===== config.mk =====
export PLATFORM = sky130hd
export DESIGN_NAME = i2c_target_regs_flat
export DESIGN_NICKNAME = d
export VERILOG_FILES = /design/src/rtl/i2c_target_regs_if.sv /design/src/rtl/i2c_target_regs.sv /design/src/flat_wrapper.sv
export SDC_FILE = /design/constraint.sdc
export NUM_CORES = 1
export LEC_CHECK = 0
export CORE_MARGIN = 2
export CORE_UTILIZATION = 54
export DETAILED_ROUTE_END_ITERATION = 7
export PLACE_DENSITY = 0.77
export SETUP_SLACK_MARGIN = 0.02
export SLEW_MARGIN = 20
export SYNTH_ARGS = -nofsm -noshare
export SYNTH_HDL_FRONTEND = slang
export SYNTH_SLANG_ARGS = --single-unit

===== constraint.sdc =====
create_clock -name CLK -period 2.6 [get_ports CLK]
set_input_delay 0.78 -clock CLK [delete_from_list [all_inputs] [get_ports CLK]]
set_output_delay 0.78 -clock CLK [all_outputs]
set_load 0.02 [all_outputs]

===== src/rtl/i2c_target_regs_if.sv =====
// ----------------------------------------------------------------------------
// i2c_target_regs_if
//   Bundles the I2C pin signals and the register-bank handshake of the
//   i2c_target_regs responder.
//
//   Pins:      scl_i, sda_i   pin levels seen by the target
//              sda_oe         1 = target pulls SDA low
//   Registers: reg_addr       current register pointer (AW bits)
//              reg_wdata      received byte, valid while reg_we=1
//              reg_we         one-CLK write strobe
//              reg_rd         one-CLK read request
//              reg_rdata      read data for reg_addr, sampled the CLK after reg_rd
//              busy           target addressed and transfer in progress
//
//   Modports: slave = the target (i2c_target_regs); master = bus/bank side.
// ----------------------------------------------------------------------------
interface i2c_target_regs_if #(
  parameter int unsigned AW = 8
);
  logic          scl_i;
  logic          sda_i;
  logic          sda_oe;
  logic [AW-1:0] reg_addr;
  logic [7:0]    reg_wdata;
  logic          reg_we;
  logic          reg_rd;
  logic [7:0]    reg_rdata;
  logic          busy;

  modport slave (
    input  scl_i, sda_i, reg_rdata,
    output sda_oe, reg_addr, reg_wdata, reg_we, reg_rd, busy
  );

  modport master (
    output scl_i, sda_i, reg_rdata,
    input  sda_oe, reg_addr, reg_wdata, reg_we, reg_rd, busy
  );
endinterface


===== src/rtl/i2c_target_regs.sv =====
// ----------------------------------------------------------------------------
// i2c_target_regs
//   I2C target responder giving byte access to a user register bank.
//   Write: START, addr+W, pointer, data... STOP (pointer auto-increments).
//   Read:  START, addr+W, pointer, repeated START, addr+R, data... STOP.
//   No clock stretching; CLK must run at >= 16x the SCL frequency.
//
//   Ports:
//     CLK        system clock
//     reset_in   asynchronous, active-high reset
//     bus        i2c_target_regs_if.slave (pins + register handshake)
//
//   Parameters:
//     DEV_ADDR   7-bit target address (general call 0x00 is never matched)
//     AW         register pointer width (<= 8), wraps modulo 2^AW
//
//   Configuration macro:
//     I2C_TARGET_FILTER_EN  adds a 3-sample majority filter after the
//                           synchronizers; rejects pulses <= 1 CLK.
// ----------------------------------------------------------------------------
module i2c_target_regs #(
  parameter logic [6:0]  DEV_ADDR = 7'h42,
  parameter int unsigned AW       = 8
) (
  input logic              CLK,
  input logic              reset_in,
  i2c_target_regs_if.slave bus
);

  typedef enum logic [3:0] {
    IDLE, ADDR, ADDR_ACK, PTR, PTR_ACK, WDATA, WDATA_ACK, RDATA, RACK, IGNORE
  } state_t;

  // --------------------------------------------------------------------------
  // Input conditioning: 2-FF synchronizers, optional majority filter, edges
  // --------------------------------------------------------------------------
  logic [1:0] scl_sync, sda_sync;
  logic       scl_f, sda_f;   // conditioned line levels
  logic       scl_d, sda_d;   // previous conditioned levels

  // NOTE: sequential state uses non-blocking (<=) so every register samples
  // pre-edge values; blocking here would chain the synchronizer stages.
  // Sync stages preset to 1 (idle bus level) so reset never fakes an edge.
  always_ff @(posedge CLK or posedge reset_in) begin
    if (reset_in) begin
      scl_sync <= 2'b11;
      sda_sync <= 2'b11;
      scl_d    <= 1'b1;
      sda_d    <= 1'b1;
    end else begin
      scl_sync <= {scl_sync[0], bus.scl_i};
      sda_sync <= {sda_sync[0], bus.sda_i};
      scl_d    <= scl_f;
      sda_d    <= sda_f;
    end
  end

`ifdef I2C_TARGET_FILTER_EN
  logic [2:0] scl_hist, sda_hist;
  logic       scl_flt, sda_flt;

  function automatic logic maj3(input logic [2:0] v);
    return (v[0] & v[1]) | (v[0] & v[2]) | (v[1] & v[2]);
  endfunction

  // A single-CLK pulse occupies only one of three samples and is outvoted.
  always_ff @(posedge CLK or posedge reset_in) begin
    if (reset_in) begin
      scl_hist <= 3'b111;
      sda_hist <= 3'b111;
      scl_flt  <= 1'b1;
      sda_flt  <= 1'b1;
    end else begin
      scl_hist <= {scl_hist[1:0], scl_sync[1]};
      sda_hist <= {sda_hist[1:0], sda_sync[1]};
      scl_flt  <= maj3(scl_hist);
      sda_flt  <= maj3(sda_hist);
    end
  end

  assign scl_f = scl_flt;
  assign sda_f = sda_flt;
`else
  assign scl_f = scl_sync[1];
  assign sda_f = sda_sync[1];
`endif

  logic scl_rise, scl_fall, start_det, stop_det;
  assign scl_rise  =  scl_f & ~scl_d;
  assign scl_fall  = ~scl_f &  scl_d;
  assign start_det =  scl_f &  scl_d &  sda_d & ~sda_f;
  assign stop_det  =  scl_f &  scl_d & ~sda_d &  sda_f;

  // --------------------------------------------------------------------------
  // Protocol FSM and datapath: one register process, one next-value process
  // --------------------------------------------------------------------------
  state_t        state_q, state_d;
  logic [3:0]    bit_cnt_q, bit_cnt_d;
  logic [7:0]    shift_q, shift_d;
  logic [AW-1:0] ptr_q, ptr_d;
  logic [7:0]    wdata_q, wdata_d;
  logic          we_q, we_d, rd_q, rd_d;
  logic          load_q, load_d;     // shift just reloaded; drive its MSB next
  logic          oe_q, oe_d, busy_q, busy_d, rw_q, rw_d;

  always_ff @(posedge CLK or posedge reset_in) begin
    if (reset_in) begin
      state_q   <= IDLE;
      bit_cnt_q <= '0;
      shift_q   <= '0;
      ptr_q     <= '0;
      wdata_q   <= '0;
      we_q      <= 1'b0;
      rd_q      <= 1'b0;
      load_q    <= 1'b0;
      oe_q      <= 1'b0;
      busy_q    <= 1'b0;
      rw_q      <= 1'b0;
    end else begin
      state_q   <= state_d;
      bit_cnt_q <= bit_cnt_d;
      shift_q   <= shift_d;
      ptr_q     <= ptr_d;
      wdata_q   <= wdata_d;
      we_q      <= we_d;
      rd_q      <= rd_d;
      load_q    <= load_d;
      oe_q      <= oe_d;
      busy_q    <= busy_d;
      rw_q      <= rw_d;
    end
  end

  always_comb begin
    // NOTE: every signal gets a default before any branch; a path that left
    // one unassigned would infer a latch.
    state_d   = state_q;
    bit_cnt_d = bit_cnt_q;
    shift_d   = shift_q;
    ptr_d     = ptr_q;
    wdata_d   = wdata_q;
    we_d      = 1'b0;
    rd_d      = 1'b0;
    load_d    = 1'b0;
    oe_d      = oe_q;
    busy_d    = busy_q;
    rw_d      = rw_q;

    // Follow-ups of strobes issued last CLK: the pointer moves only after the
    // bank has seen it, and read data is captured one CLK after reg_rd.
    if (we_q) ptr_d = ptr_q + AW'(1);
    if (rd_q) begin
      shift_d = bus.reg_rdata;
      ptr_d   = ptr_q + AW'(1);
      load_d  = 1'b1;
    end
    if (load_q) oe_d = ~shift_q[7];

    if (stop_det) begin
      state_d = IDLE;
      oe_d    = 1'b0;
      busy_d  = 1'b0;
      load_d  = 1'b0;
    end else if (start_det) begin
      // Repeated START keeps the pointer so write-ptr/restart/read works.
      state_d   = ADDR;
      bit_cnt_d = '0;
      oe_d      = 1'b0;
      load_d    = 1'b0;
    end else begin
      case (state_q)
        ADDR, PTR, WDATA: begin
          if (scl_rise) begin
            shift_d   = {shift_q[6:0], sda_f};
            bit_cnt_d = bit_cnt_q + 4'd1;
          end else if (scl_fall && bit_cnt_q == 4'd8) begin
            bit_cnt_d = '0;
            oe_d      = 1'b1;
            if (state_q == ADDR) begin
              if (shift_q[7:1] == DEV_ADDR) begin
                state_d = ADDR_ACK;
                busy_d  = 1'b1;
                rw_d    = shift_q[0];
              end else begin
                state_d = IGNORE;
                oe_d    = 1'b0;
                busy_d  = 1'b0;
              end
            end else if (state_q == PTR) begin
              state_d = PTR_ACK;
              ptr_d   = shift_q[AW-1:0];
            end else begin
              state_d = WDATA_ACK;
              wdata_d = shift_q;
              we_d    = 1'b1;
            end
          end
        end
        ADDR_ACK, PTR_ACK, WDATA_ACK: begin
          if (scl_fall) begin
            oe_d      = 1'b0;
            bit_cnt_d = '0;
            if (state_q == ADDR_ACK && rw_q) begin
              state_d = RDATA;
              rd_d    = 1'b1;
            end else if (state_q == ADDR_ACK) begin
              state_d = PTR;
            end else begin
              state_d = WDATA;
            end
          end
        end
        RDATA: begin
          if (scl_rise) begin
            bit_cnt_d = bit_cnt_q + 4'd1;
          end else if (scl_fall) begin
            if (bit_cnt_q == 4'd8) begin
              state_d = RACK;
              oe_d    = 1'b0;
            end else begin
              shift_d = {shift_q[6:0], 1'b0};
              oe_d    = ~shift_q[6];
            end
          end
        end
        RACK: begin
          // bit_cnt reaches 9 only on a master ACK; reload at the next fall.
          if (scl_rise) begin
            if (sda_f) state_d = IGNORE;
            else       bit_cnt_d = bit_cnt_q + 4'd1;
          end else if (scl_fall && bit_cnt_q == 4'd9) begin
            state_d   = RDATA;
            bit_cnt_d = '0;
            rd_d      = 1'b1;
          end
        end
        default: ;  // IDLE, IGNORE: wait for START/STOP
      endcase
    end
  end

  assign bus.sda_oe    = oe_q;
  assign bus.reg_addr  = ptr_q;
  assign bus.reg_wdata = wdata_q;
  assign bus.reg_we    = we_q;
  assign bus.reg_rd    = rd_q;
  assign bus.busy      = busy_q;

endmodule


===== src/flat_wrapper.sv =====
// flat-port wrapper written by rule: the top's interface ports become plain ports
module i2c_target_regs_flat 
#(
  parameter logic [6:0]  DEV_ADDR = 7'h42,
  parameter int unsigned AW       = 8
)
  (CLK, reset_in, bus_scl_i, bus_sda_i, bus_reg_rdata, bus_sda_oe, bus_reg_addr, bus_reg_wdata, bus_reg_we, bus_reg_rd, bus_busy);
  i2c_target_regs_if #(.AW(AW)) bus_i ();
  input logic CLK;
  input logic reset_in;
  input wire logic [$bits(bus_i.scl_i)-1:0] bus_scl_i;
  input wire logic [$bits(bus_i.sda_i)-1:0] bus_sda_i;
  input wire logic [$bits(bus_i.reg_rdata)-1:0] bus_reg_rdata;
  output wire logic [$bits(bus_i.sda_oe)-1:0] bus_sda_oe;
  output wire logic [$bits(bus_i.reg_addr)-1:0] bus_reg_addr;
  output wire logic [$bits(bus_i.reg_wdata)-1:0] bus_reg_wdata;
  output wire logic [$bits(bus_i.reg_we)-1:0] bus_reg_we;
  output wire logic [$bits(bus_i.reg_rd)-1:0] bus_reg_rd;
  output wire logic [$bits(bus_i.busy)-1:0] bus_busy;
  assign bus_i.scl_i = bus_scl_i;
  assign bus_i.sda_i = bus_sda_i;
  assign bus_i.reg_rdata = bus_reg_rdata;
  assign bus_sda_oe = bus_i.sda_oe;
  assign bus_reg_addr = bus_i.reg_addr;
  assign bus_reg_wdata = bus_i.reg_wdata;
  assign bus_reg_we = bus_i.reg_we;
  assign bus_reg_rd = bus_i.reg_rd;
  assign bus_busy = bus_i.busy;
  i2c_target_regs #(.DEV_ADDR(DEV_ADDR), .AW(AW)) u_core (.CLK(CLK), .reset_in(reset_in), .bus(bus_i));
endmodule

Word-level counts from Yosys, hierarchy flattened
Cells that the tools add are included.

word-level totals
  memories = 0
  flip-flop bits (word level) = 44
  RAM bits = 0
  logic and storage cells = 154
  output and inout port bits = 20
  bits of input ports = 12
  bits in read-only memories = 0
  latch bits = 0

cells by class
  reduce and logical (&&, ||, !) cells = 15
  div/mod/pow operators = 0
  bitwise gates (word level) = 18
  equal/unequal tests = 26
  $lt $le $gt $ge = 0
  muxes and demuxes = 78
  add/subtract/negate cells = 2
  shift operators = 0
  $mul = 0

operator list
  kind                                                                      count
  8-bit 2-to-1 mux                                                          16
  4-bit 2-to-1 mux                                                          22
  1-bit 2-to-1 mux                                                          33
  4-bit one-hot mux with 4 select lines                                     2
  4-bit by 1-bit inequality test with 1-bit output (second input constant)  6
  7-bit AND reduction                                                       3
  4-bit by 3-bit == test with 1-bit output (second input constant)          4
  8-bit one-hot mux with 2 select lines                                     1
  4-bit == test (second input constant)                                     3
  4-bit inequality test (second input constant)                             3
  1-bit inverter                                                            11
  9-bit AND reduction                                                       1
  8-bit by 1-bit adder with 8-bit output (second input constant)            1
  4-bit by 2-bit == test with 1-bit output (second input constant)          2
  1-bit bitwise AND                                                         7
  7-bit == test (second input constant)                                     1
  3-bit by 1-bit inequality test with 1-bit output (second input constant)  2
  2-bit nonzero test                                                        3
  6-bit nonzero test                                                        1
  3-bit OR reduction                                                        2
  5-bit by 1-bit inequality test with 1-bit output (second input constant)  1
  5-bit by 4-bit inequality test with 1-bit output (second input constant)  1
  5-bit AND reduction                                                       1
  5-bit nonzero test                                                        1
  8 further kinds                                                           11

Longest topological paths before layout
  word-level depth = 10
  gate-level depth with buffers = 9
  depth with buffers taken out = 8

Worst setup path before layout
Ideal clock, no wire load.

  kind = register to register
  start = reg u_core.scl_sync[1]
  end = reg u_core.bit_cnt_q[2]
  arrival time = 1928 ps
  clock period less this slack = 1994 ps
  cell stages (with the launch flop) = 8
  setup slack = 606 ps
  cell sequence = dfstp_2 > clkbuf_2 > nor2b_2 > a21oi_1 > o21ai_1 > nand3_1 > or4b_1 > nand2_1

on the way
  longest elaborated chain between the ends = 5
  elaborated cells on any way between the ends = 22
  classes of those cells = 5 x eq/ne; 4 x mux; 9 x bitwise; 4 x reduce/logical

ends and longest elaborated chain
  what                                                           line                                                                 RTL
  start, declared                                                i2c_target_regs.sv:37                                                logic [1:0] scl_sync, sda_sync;
  start signal, assigned                                         i2c_target_regs.sv:51                                                scl_sync <= {scl_sync[0], bus.scl_i};
  1-bit bitwise AND or 1-bit inverter (tied branches)            i2c_target_regs.sv:91, i2c_target_regs.sv:92, i2c_target_regs.sv:90
  1-bit bitwise AND (on tied branches)                           i2c_target_regs.sv:91, i2c_target_regs.sv:90, i2c_target_regs.sv:92
  1-bit bitwise AND, or another cell as far along                i2c_target_regs.sv:91                                                assign start_det = scl_f & scl_d & sda_d & ~sda_f;
  4-bit inequality test (no line), or another cell as far along  n/a
  7-bit AND reduction (no line)                                  n/a
  end signal, assigned                                           i2c_target_regs.sv:121                                               bit_cnt_q <= bit_cnt_d;
  end, declared                                                  i2c_target_regs.sv:98                                                logic [3:0] bit_cnt_q, bit_cnt_d;

Several ways; a longest one is shown, not always the timed one.
A chain may end at the register's enable or synchronous reset.

Worst setup path after layout
Ends and elaborated chain as after synthesis.

==> flow_metrics.py <==
metrics = {
    "run_status": {
        "outcome": "complete, no violations",
    },
    "cts": {
        "clk_pin_slew_ns": 0.08,
        "cts_inserted_buffers": 5,
        "cts_buffer_depth": 2,
        "hold_buffers": 0,
        "cts_resized": 0,
        "h-tree-depth": 2,
        "clock_sinks": 44,
        "cts_tree": "done",
        "cts_setup_buffers": 0,
        "clk_latency_ns": 0.29,
        "root_buffer": "clkbuf_8",
    },
    "global_routing": {
        "grt_pass1_wl_um": 8940,
        "grt_pass1_vias": 1830,
        "antenna_found_initial": 0,
        "grt_max_degree": 45,
        "grt_usage": 0.229,
        "grt_overflow": 0,
    },
    "floorplanning": {
        "fp.dieH_um": 69.9,
        "num_io_pins": 32,
        "die_area_sq_um": 4890,
        "rows": 23,
        "die_x_um": 69.9,
        "start_util": 0.575,
        "core-area_sq_um": 4090,
    },
    "setup_path": {
        "critPathMaxFanout": 10,
        "critPathRequiredTime_ns": 2.83,
        "crit_type": "reg -> reg",
        "critical_path_arrival_ns": 2.45,
        "end_kind": "flop",
        "critPathLaunchType": "flop",
    },
    "drt": {
        "drtIter0Drc": 136,
        "viasPerCell": 5.72,
        "detail-route-antenna-nets": 0,
        "routedWlPerCell_um": 15.2,
        "wirelength_um": 5190,
        "drc_errors": 0,
        "firstDrtPassIters": 4,
        "dr_total_vias": 1952,
    },
    "sta": {
        "drv_slew": 0,
        "max_freq_mhz": 451,
        "setup_viol": 0,
        "final.min_clock_period_ns": 2.22,
        "finalHoldViolCount": 0,
        "setup-tns-final_ns": 0,
        "finalClockSkew_ns": 0.00432,
        "fin_crit_sh": 0.853,
        "setup_ws_ns": 0.383,
        "hold_ws_ns": 0.359,
        "rsz0062_at_grt": "no",
        "worst_pin_slew_ns": 0.554,
        "slew_headroom": 0.631,
    },
    "power_and_ir_drop": {
        "p_int_mw": 1.29,
        "p_sw_uw": 769,
        "vdd_drop_max_v": 0.000642,
        "swShare": 0.374,
        "combPwrFrac": 0.317,
        "power_density_nw_per_um2": 726,
        "power_frac_seq": 0.469,
        "power.leakage_nw": 1.20,
        "pwr-share-clk": 0.213,
    },
    "synth": {
        "synth_top_area_cell": "dfrtp_1",
        "syn_area_sq_um": 2350,
        "synth_most_common_cell": "nand2_1",
        "syn_avg_cell_area_sq_um": 9.25,
        "synth.area.top_cells": "dfrtp_1 40%, dfstp_2 6.7%, nand2_1 6.4%",
        "ys_warn_count": 0,
        "synth_ff_type": "dfrtp_1",
        "syn_inst": 254,
        "synthArstFlopShare": 1.00,
        "yosysUniqueCellTypes": 51,
        "synth_top_area_share": 0.405,
        "synth-edff-count": 0,
        "syn-num-nets": 270,
        "synth_common_cells": "40 x nand2_1, 38 x dfrtp_1, 28 x nor2_1, 22 x a21oi_1",
        "synth-seq-cells": 44,
        "ys_seq_area_frac": 0.472,
    },
    "placed_design": {
        "place.gp.congestion": 0.944,
        "place_inst": 333,
        "pre_cts_slack_ns": 0.425,
        "dpl.hpwl_um": 3740,
        "port_buffers": 31,
    },
    "job": {
        "max-cap-violations": 0,
    },
    "finish": {
        "layout-drive-gt1-share": 0.124,
        "antenna_cells": 0,
        "utilization": 0.692,
        "nets": 306,
        "syn_to_final_growth_pct": 20.5,
        "fin_cells": 341,
    },
    "worst_hold_path": {
        "hp-class": "reg -> reg",
    },
}
-- routing by layer --
| layer | vias to the layer above | GRT usage | routed length (um) |
|---|---|---|---|
| met4 | 0 | 0.0855 | 104 |
| met3 | 13 | 0.0491 | 274 |
| li1 | 962 | - | - |
| met2 | 56 | 0.358 | 2500 |
| met1 | 921 | 0.315 | 2310 |
| met5 | - | 0 | 0 |
-- layout by cell type (no fill, tap or decap), types with 2 or more instances in the layout --
cell type,count
a32oi_1,2
nor4_1,2
inv_1,8
ha_1,4
dfrtp_1,38
clkdlybuf4s50_1,31
nor3_1,8
a31oi_1,3
and3_1,2
nand2_1,40
nand3b_1,3
mux2_2,6
xnor2_1,2
buf_4,7
nor2_1,28
clkinv_2,2
mux2i_1,9
o21ai_2,2
nand2b_1,7
dfstp_2,6
clkinv_1,2
clkbuf_8,6
nor2b_1,4
o211ai_1,2
o21ai_0,7
a21o_1,3
o2111ai_1,2
and3b_1,2
a21oi_1,22
xor2_1,5
nand3_1,6
-- final timing paths --
kind	to	slack (ns)	startpoint	cells after the start
max	u_core.bit_cnt_q[2]$_DFFE_PP0P_	0.38	u_core.scl_sync[1]$_DFF_PP1_	6
min	u_core.sda_sync[1]$_DFF_PP1_	0.36	u_core.sda_sync[0]$_DFF_PP1_	0
max reg2reg	u_core.bit_cnt_q[2]$_DFFE_PP0P_	0.38	u_core.scl_sync[1]$_DFF_PP1_	6
min reg2reg	u_core.sda_sync[1]$_DFF_PP1_	0.36	u_core.sda_sync[0]$_DFF_PP1_	0
max in group asynchronous	u_core.bus.reg_addr[1]$_DFF_PP0_	1.29	reset_in	3
min in group asynchronous	u_core.bus.reg_addr[7]$_DFF_PP0_	0.92	reset_in	3
-- flip-flops by register name, summed over array words and instances, names as in the netlist --
register and count:
u_core.bus.sda_oe 1, u_core.sda_d 1, u_core.load_q 1, u_core.shift_q 8, u_core.scl_sync 2, u_core.bit_cnt_q 4, u_core.bus.reg_we 1, u_core.scl_d 1
u_core.sda_sync 2, u_core.rw_q 1, u_core.bus.reg_wdata 8, u_core.bus.reg_rd 1, u_core.bus.reg_addr 8, u_core.state_q 4, u_core.bus.busy 1
-- final cells by class --
type / instances / area (sq um)
timing repair buffer: 38 / 363
fill: 331 / 1260
inverter: 10 / 37.5
clock inverter: 2 / 10.0
multi-input combinational: 191 / 1160
clock buffer: 6 / 82.6
tap: 50 / 62.6
sequential: 44 / 1110
-- power by group through the flow --
stage | registers (mW) | clock network (mW) | logic, mW
5_1_grt | 0.978 | 0.496 | 0.737
6_report | 0.964 | 0.439 | 0.652
3_3_place_gp | 0.969 | 0 | 0.639
4_1_cts | 0.956 | 0.453 | 0.648
2_1_floorplan | 0.867 | 0 | 0.578
3_5_place_dp | 0.970 | 0 | 0.646
-- critical path: stages, from the launching register on --
cell and delay (ns):
dfstp_2 0.62, nor2b_2 0.31, a21oi_1 0.09, o21ai_1 0.26, nand3_1 0.27, or4b_1 0.53
nand2_1 0.08
-- metrics by stage --
step	power, mW	area, sq um
after floorplan	1.44	2350
after detailed placement	1.62	2740
after global placement	1.61	2740
final	2.05	2830
after CTS	2.06	2830
after global routing	2.21	2830
-- cell families after synthesis --
group / count (synthesis) / synth area share
buffers and inverters: 19 / 0.0320
XOR/XNOR: 7 / 0.0261
flip-flops: 44 / 0.472
multiplexers: 15 / 0.0671
AO/OA/AOI/OAI: 53 / 0.144
adder cells (fa/ha/maj): 4 / 0.0213
AND/OR/NAND/NOR: 112 / 0.237
Note: power is estimated with default switching activity, not from simulation.
